### config.mk
export PLATFORM = sky130hd
export DESIGN_NAME = uart_tx
export DESIGN_NICKNAME = d
export VERILOG_FILES = /design/src/rtl/uart_tx.sv
export SDC_FILE = /design/constraint.sdc
export NUM_CORES = 1
export LEC_CHECK = 0
export CAP_MARGIN = 20
export CORE_MARGIN = 2
export CORE_UTILIZATION = 55
export CTS_BUF_LIST = sky130_fd_sc_hd__clkbuf_4 sky130_fd_sc_hd__clkbuf_8
export CTS_CLUSTER_SIZE = 10
export DETAILED_ROUTE_END_ITERATION = 8
export GPL_TIMING_DRIVEN = 0
export PLACE_DENSITY_LB_ADDON = 0.12
export SYNTH_ARGS = -nofsm -noshare
export SYNTH_HDL_FRONTEND = slang
export SYNTH_SLANG_ARGS = --single-unit
### constraint.sdc
create_clock -name i_clk -period 6 [get_ports i_clk]
set_input_delay 1.2 -clock i_clk [delete_from_list [all_inputs] [get_ports i_clk]]
set_output_delay 1.2 -clock i_clk [all_outputs]
set_load 0.03 [all_outputs]
### src/rtl/uart_tx.sv
// uart_tx: 8N1 UART transmitter (LSB first) with a small input FIFO and a
// valid/ready write port.
// Optional feature macro: UART_TX_PARITY_EN appends an even-parity bit after bit 7.
module uart_tx #(
  parameter int unsigned CLK_DIVIDE = 868,
  parameter int unsigned FIFO_DEPTH = 4,
  parameter int unsigned STOP_BITS  = 1
) (
  input  logic                        i_clk,
  input  logic                        i_reset,
  input  logic                        i_valid,
  input  logic [7:0]                  i_data,
  output logic                        o_ready,
  output logic                        o_serialOut,
  output logic                        o_busy,
  output logic [$clog2(FIFO_DEPTH):0] o_fifoCount
);

  localparam int unsigned PW = $clog2(FIFO_DEPTH);
  localparam int unsigned TW = $clog2(CLK_DIVIDE);
  localparam logic [TW-1:0] T_LAST    = TW'(CLK_DIVIDE - 1);
  localparam logic [2:0]    STOP_LAST = 3'(STOP_BITS - 1);
  localparam logic [PW:0]   FULL_CNT  = (PW + 1)'(FIFO_DEPTH);

`ifdef UART_TX_PARITY_EN
  typedef enum logic [2:0] {IDLE, START, DATA, PARITY, STOP} state_t;
`else
  typedef enum logic [1:0] {IDLE, START, DATA, STOP} state_t;
`endif

  state_t        state_q, state_d;
  logic [TW-1:0] timer_q, timer_d;
  logic [2:0]    bit_q, bit_d;
  logic [7:0]    shift_q, shift_d;
`ifdef UART_TX_PARITY_EN
  logic          parity_q, parity_d;
`endif
  logic          bit_end;
  logic          line_d, busy_d;

  logic [7:0]    mem [FIFO_DEPTH];
  logic [PW-1:0] wr_ptr, rd_ptr;
  logic [PW:0]   count_d;
  logic          push, pop;

  assign o_ready = (o_fifoCount != FULL_CNT);
  assign push    = i_valid && o_ready;
  assign bit_end = (timer_q == T_LAST);

  // FIFO storage; contents need no reset, occupancy is tracked separately
  always_ff @(posedge i_clk) begin
    if (push) mem[wr_ptr] <= i_data;
  end

  // Next occupancy: simultaneous push and pop cancel out
  always_comb begin
    count_d = o_fifoCount;
    if (push && !pop)      count_d = o_fifoCount + 1'b1;
    else if (pop && !push) count_d = o_fifoCount - 1'b1;
  end

  // FIFO pointers and occupancy register
  always_ff @(posedge i_clk or posedge i_reset) begin
    if (i_reset) begin
      wr_ptr      <= '0;
      rd_ptr      <= '0;
      o_fifoCount <= '0;
    end else begin
      if (push) wr_ptr <= wr_ptr + 1'b1;
      if (pop)  rd_ptr <= rd_ptr + 1'b1;
      o_fifoCount <= count_d;
    end
  end

  // Frame sequencing: bit timer, bit index, shift register and FIFO pop
  always_comb begin
    state_d = state_q;
    timer_d = timer_q;
    bit_d   = bit_q;
    shift_d = shift_q;
    pop     = 1'b0;
`ifdef UART_TX_PARITY_EN
    parity_d = parity_q;
`endif
    if (state_q != IDLE) timer_d = bit_end ? '0 : timer_q + 1'b1;
    case (state_q)
      IDLE: begin
        if (o_fifoCount != '0) begin
          pop     = 1'b1;
          shift_d = mem[rd_ptr];
`ifdef UART_TX_PARITY_EN
          parity_d = ^mem[rd_ptr];
`endif
          bit_d   = '0;
          timer_d = '0;
          state_d = START;
        end
      end
      START: begin
        if (bit_end) begin
          bit_d   = '0;
          state_d = DATA;
        end
      end
      DATA: begin
        if (bit_end) begin
          shift_d = {1'b0, shift_q[7:1]};
          bit_d   = bit_q + 3'd1;
          if (bit_q == 3'd7) begin
            bit_d = '0;
`ifdef UART_TX_PARITY_EN
            state_d = PARITY;
`else
            state_d = STOP;
`endif
          end
        end
      end
`ifdef UART_TX_PARITY_EN
      PARITY: begin
        if (bit_end) state_d = STOP;
      end
`endif
      STOP: begin
        if (bit_end) begin
          if (bit_q == STOP_LAST) begin
            bit_d = '0;
            if (o_fifoCount != '0) begin
              // Back-to-back frames: reload straight into START with no idle bit
              pop     = 1'b1;
              shift_d = mem[rd_ptr];
`ifdef UART_TX_PARITY_EN
              parity_d = ^mem[rd_ptr];
`endif
              state_d = START;
            end else begin
              state_d = IDLE;
            end
          end else begin
            bit_d = bit_q + 3'd1;
          end
        end
      end
      default: state_d = IDLE;
    endcase
  end

  // Line and busy are registered from next-state values so the line falls on the pop edge
  always_comb begin
    line_d = 1'b1;
    case (state_d)
      START:   line_d = 1'b0;
      DATA:    line_d = shift_d[0];
`ifdef UART_TX_PARITY_EN
      PARITY:  line_d = parity_d;
`endif
      default: line_d = 1'b1;
    endcase
    busy_d = (state_d != IDLE) || (count_d != '0);
  end

  // State register with registered TX line and busy flag
  always_ff @(posedge i_clk or posedge i_reset) begin
    if (i_reset) begin
      state_q     <= IDLE;
      timer_q     <= '0;
      bit_q       <= '0;
      shift_q     <= '0;
`ifdef UART_TX_PARITY_EN
      parity_q    <= 1'b0;
`endif
      o_serialOut <= 1'b1;
      o_busy      <= 1'b0;
    end else begin
      state_q     <= state_d;
      timer_q     <= timer_d;
      bit_q       <= bit_d;
      shift_q     <= shift_d;
`ifdef UART_TX_PARITY_EN
      parity_q    <= parity_d;
`endif
      o_serialOut <= line_d;
      o_busy      <= busy_d;
    end
  end

endmodule

# After elaboration in Yosys (flattened, before gate mapping)
# Memory sizes are Yosys's and may differ from the RTL's.
# Index checks and enable logic that the tools add are counted.
# W data, S select, Z words.
word_totals:
  regBits: 32
  mem_bits_rw: 32
  wordCells: 78
  n_memories: 1
op_classes:
  add_sub_neg: 6
  n_eq_ne: 13
  mux: 33
  n_reduce_logical: 15
mem_list:
  columns: ["name", "words", "word_bits", "rd", "rd_ports_with_merged_regs", "wr", "line", "rtl"]
  rows:
  - ["mem", 4, 8, 1, 0, 1, "41", "logic [7:0] mem [FIFO_DEPTH];"]
op_table:
  columns: ["cell", "n"]
  rows:
  - ["$mux W10", 4]
  - ["$mux W8", 4]
  - ["$mux W3", 8]
  - ["$pmux W8 S3", 1]
  - ["$mux W2", 6]
  - ["$pmux W3 S4", 1]
  - ["$add A10 B1 Y10 const B", 1]
  - ["$eq A10 B10 Y1 const B", 1]
  - ["$ne A2 B2 Y1 const B", 5]
  - ["$reduce_bool A3 Y1", 3]
  - ["$pmux W2 S4", 1]
  - ["$reduce_and A4 Y1", 2]
  - ["$add A3 B1 Y3 const B", 2]
  - ["$eq A2 B2 Y1 const B", 3]
  - ["$mux W1", 6]
  - ["$add A2 B1 Y2 const B", 2]
  - ["$eq A2 B1 Y1 const B", 2]
  - ["$pmux W1 S2", 2]
  - ["$reduce_bool A2 Y1", 2]
  - ["$eq A3 B3 Y1 const B", 1]
  - ["$logic_and A1 B1 Y1", 3]
  - ["$logic_not A3 Y1", 1]
  - ["$ne A3 B3 Y1 const B", 1]
  - ["$sub A3 B1 Y3 const B", 1]
  - ["3 further kinds", 4]

# Depth between registers and ports, before layout
depth:
  depth_word: 10
  mapped_depth: 9
  depth_no_buf: 8

# Worst setup path after synthesis
# Ideal clock, no wire load.
synth_path:
  path_type: "flip-flop to flip-flop"
  from: "reg o_fifoCount[0]"
  to: "reg o_busy"
  setup_time_ns: 0.139
  arrival_time_ns: 2.600
  slack_ns: 3.261
  path_stages_with_launch: 10
  n_path_buf: 1
  synth_period_minus_slack_ns: 2.739
  cell_sequence: "dfrtp_1 inv_1 ha_1 nand2_1 and2_1 clkbuf_1 a31o_2 a22o_1 a21o_1 or4_1"
synth_via:
  elab_cells_between_ends: 23
  classes_between: "add/sub (2); eq/ne (1); mux (11); reduce/logical (9)"
synth_lines:
  columns: ["item", "line", "rtl"]
  rows:
  - ["from (decl)", "16", "output logic [$clog2(FIFO_DEPTH):0] o_fifoCount"]
  - ["from (signal assigned)", "71", "o_fifoCount <= count_d;"]
  - ["$ne A3 B3 Y1 (*)", "46", "assign o_ready = (o_fifoCount != FULL_CNT);"]
  - ["net o_ready", "13", "output logic o_ready,"]
  - ["$logic_and A1 B1 Y1 (*)", "47", "assign push = i_valid && o_ready;"]
  - ["$logic_not A1 Y1", "59", "else if (pop && !push) count_d = o_fifoCount - 1'b1;"]
  - ["$logic_and A1 B1 Y1", "59", null]
  - ["$mux W3", "59", null]
  - ["$mux W3 (*)", "58", "if (push && !pop) count_d = o_fifoCount + 1'b1;"]
  - ["net count_d[1]", "43", "logic [PW:0] count_d;"]
  - ["$reduce_bool A3 Y1 (*)", "159", "busy_d = (state_d != IDLE) || (count_d != '0);"]
  - ["$logic_or A1 B1 Y1 (*)", "159", null]
  - ["net busy_d", "39", "logic line_d, busy_d;"]
  - ["to (signal assigned)", "183", "o_busy <= busy_d;"]
  - ["to (decl)", "15", "output logic o_busy,"]
# The timed path passes the listed nets; every way through them passes the cells marked *.
# A chain may end at the register's enable or synchronous reset.

# Worst setup path in the final report
layout_path:
  from: "reg o_fifoCount[0]"
  to: "out o_ready"
layout_via:
  elab_chain_cells: 1
layout_rtl:
  columns: ["item", "line"]
  rows:
  - ["$ne A3 B3 Y1", "46"]
  - ["to (decl)", "13"]
# Every way passes these cells.

==> metrics.cfg <==
[pwr]
p_leak_nw=1.39
ir_worst_vdd_uv=282
p_per_area_mw_per_mm2=423

[finish]
fill_cells=438
drive_gt1_frac=0.122
finalInstanceArea_mm2=0.00357
multi_input_comb_area_mm2=0.00128
layout.nets=301
register_area_mm2=0.00176
utilization=0.652
instances_no_fill=350
syn_to_final_growth_pct=14.9
diodes=0

[timing]
setup_tns_ns=0
period_minus_slack_ns=3.17
fmax_mhz=316
rsz0062_at_grt=false
maxSlewHeadroom=0.503
max_slew.worst_pin.slew_ns=0.746
setup_viol=0
finalClockSkew_ns=0.00819
report.final.slew_viol_count=0
final-hold-violation-count=0
post-route-period-util=0.528

[synth]
yosys-top-cells-area=edfxtp_1 31%, dfrtp_1 25%, ha_1 6.9%, mux4_2 5.8%, nand2_1 3.1%
synth-seq-cells=64
synth_area_leader_cell=edfxtp_1
netlist.area_leader.share=0.310
synth_edf_count=32
synth.avg_cell_area_um2=12.7
synth_async_sr_flop_share=0.500
yosys_warnings=0
synthCells=244
yosysUniqueCellTypes=49
synth_nets=272
synth.yosys.seq_area_share=0.568
syn_area_mm2=0.00310
synthFlopType=edfxtp_1

[clock_network]
cts-buffers-inserted=9
cts_setup_buffers=0
cts_max_level=3
clockBufferDepth=2
cts_resized=0
clk-insertion-delay-late_ns=0.34
tritoncts=built
cts_hold_buf=0
clk_pin_slew_ns=0.07
root_buffer=clkbuf_8
cts_sinks=64

[grt]
grt.total_usage=0.195
antenna_found_initial=0
grt_pass1_wl_um=9310
grt_pass1_vias=1948
grt_max_degree=18
gr-total-overflow=0

[die]
core_mm2=0.00547
die_x_um=79.1
die_h_um=79.1
num_rows=27
die-area_mm2=0.00626
pin_count=17
start_util=0.567

[setup_path]
criticalPathCategory=flip-flop to output pin
rr_startpoint=state_q[0]
worstSetupEndpoint=o_ready
r2r_slack_ns=3.25
crit_fanout=7
worstReg2RegEnd=o_busy
worst_setup_path_start_kind=flip-flop
worstSetupStartpoint=o_fifoCount[0]
worstPathRequired_ns=4.80
arrival_ns=1.97
rr_worst_depth=7
end_kind=output pin

[hold_path]
worstHoldPathCells=1
hold_path.class=flip-flop to flip-flop

[placed_design]
placement.io_buffers=16
post_dp_cell_area_mm2=0.00339
finalWeightedCongestion=0.827
post-place-cells=334
hpwl_um=3880

[job]
drv_cap=0

[routing]
drcViolationCount=0
drt-initial-drc-count=89
viasPerCell=5.53
drtPass1Iterations=4
drt_wl_total_um=5430
drt-wirelength-per-cell_um=15.5
ant_nets=0
vias=1934

[outcome]
status=finished clean

## routing by layer
metal / GRT usage / share of wire / wire length (um)
met5: 0 / 0 / 0
met4: 0.0759 / 0.013 / 68
met1: 0.265 / 0.48 / 2620
met3: 0.0511 / 0.026 / 140
met2: 0.303 / 0.48 / 2600
## power breakdown
part	switching [mW]	internal [mW]
registers	0.0559	0.571
logic	0.306	0.246
clock network	0.177	0.152
total	0.539	0.969
## through the flow
stage	hold WS (ns)	setup WS, ns	power, mW
floorplan	0.449	3.26	1.04
global placement	0.465	2.58	1.17
detailed placement	0.477	2.56	1.19
CTS	0.497	2.83	1.52
global route	0.511	2.75	1.61
finish	0.494	2.83	1.51
## worst max-delay path, stage by stage, from the launching register on
cell and delay, ns:
dfrtp_1 0.41, inv_1 0.09, ha_1 0.23, nand2_1 0.19
clkdlybuf4s50_1 0.71
## synth_stat cells, types with 2 or more instances
library cell  count
a21o_1            2
a21oi_1           3
a22o_1            4
a22oi_1           6
and2_1            3
and3_1           10
and3b_1           2
clkbuf_1          4
dfrtp_1          31
edfxtp_1         32
ha_1             17
inv_1            12
mux2i_1           4
mux4_2            8
nand2_1          26
nand2b_1          4
nand3_1           6
nand3b_1          2
nor2_1            9
nor2b_1           2
nor3_1            4
o21ai_0          14
o2bb2ai_1         7
xnor2_1           6
xor2_1            2
## how the worst min path moves through the flow
stage               start         end
2_1_floorplan  shift_q[1]  shift_q[1]
5_1_grt        shift_q[1]  shift_q[1]
4_1_cts        shift_q[1]  shift_q[1]
3_5_place_dp   shift_q[1]  shift_q[1]
3_3_place_gp   shift_q[1]  shift_q[1]
6_report       shift_q[1]  shift_q[1]
## layout by cell type, fill, tap and decap left out, drive strengths merged, types with 6 or more instances in the layout
| cell | synthesis | routed |
|---|---|---|
| edfxtp | 32 | 32 |
| dfrtp | 31 | 31 |
| nand2 | 26 | 26 |
| ha | 17 | 17 |
| clkdlybuf4s50 | 0 | 16 |
| o21ai | 14 | 14 |
| inv | 12 | 13 |
| clkbuf | 4 | 13 |
| and3 | 10 | 10 |
| nor2 | 9 | 9 |
| mux4 | 8 | 8 |
| o2bb2ai | 7 | 7 |
| nand3 | 6 | 6 |
| xnor2 | 6 | 6 |
| a22oi | 6 | 6 |
## cell type report
type,instances,share of cell area
Clock inverter,7,0.0158
Sequential cell,64,0.494
Buffer,5,0.00526
Multi-Input combinational cell,163,0.358
Clock buffer,9,0.0347
Tap cell,72,0.0253
Inverter,12,0.0126
Timing Repair Buffer,18,0.0540
## sequential cells by signal, summed over array words and instances (netlist names)
name,flops
shift_q,8
bit_q,3
rd_ptr,2
o_serialOut,1
wr_ptr,2
o_fifoCount,3
mem,32
state_q,2
o_busy,1
timer_q,10
## kinds of logic after synthesis
logic type / synth area share
AND/OR/NAND/NOR: 0.139
multiplexers: 0.0709
AO/OA/AOI/OAI: 0.111
adder cells (fa/ha/maj): 0.0685
flip-flops: 0.568
buffers and inverters: 0.0206
XOR/XNOR: 0.0226
No activity file was read; power rests on OpenSTA's default activity.
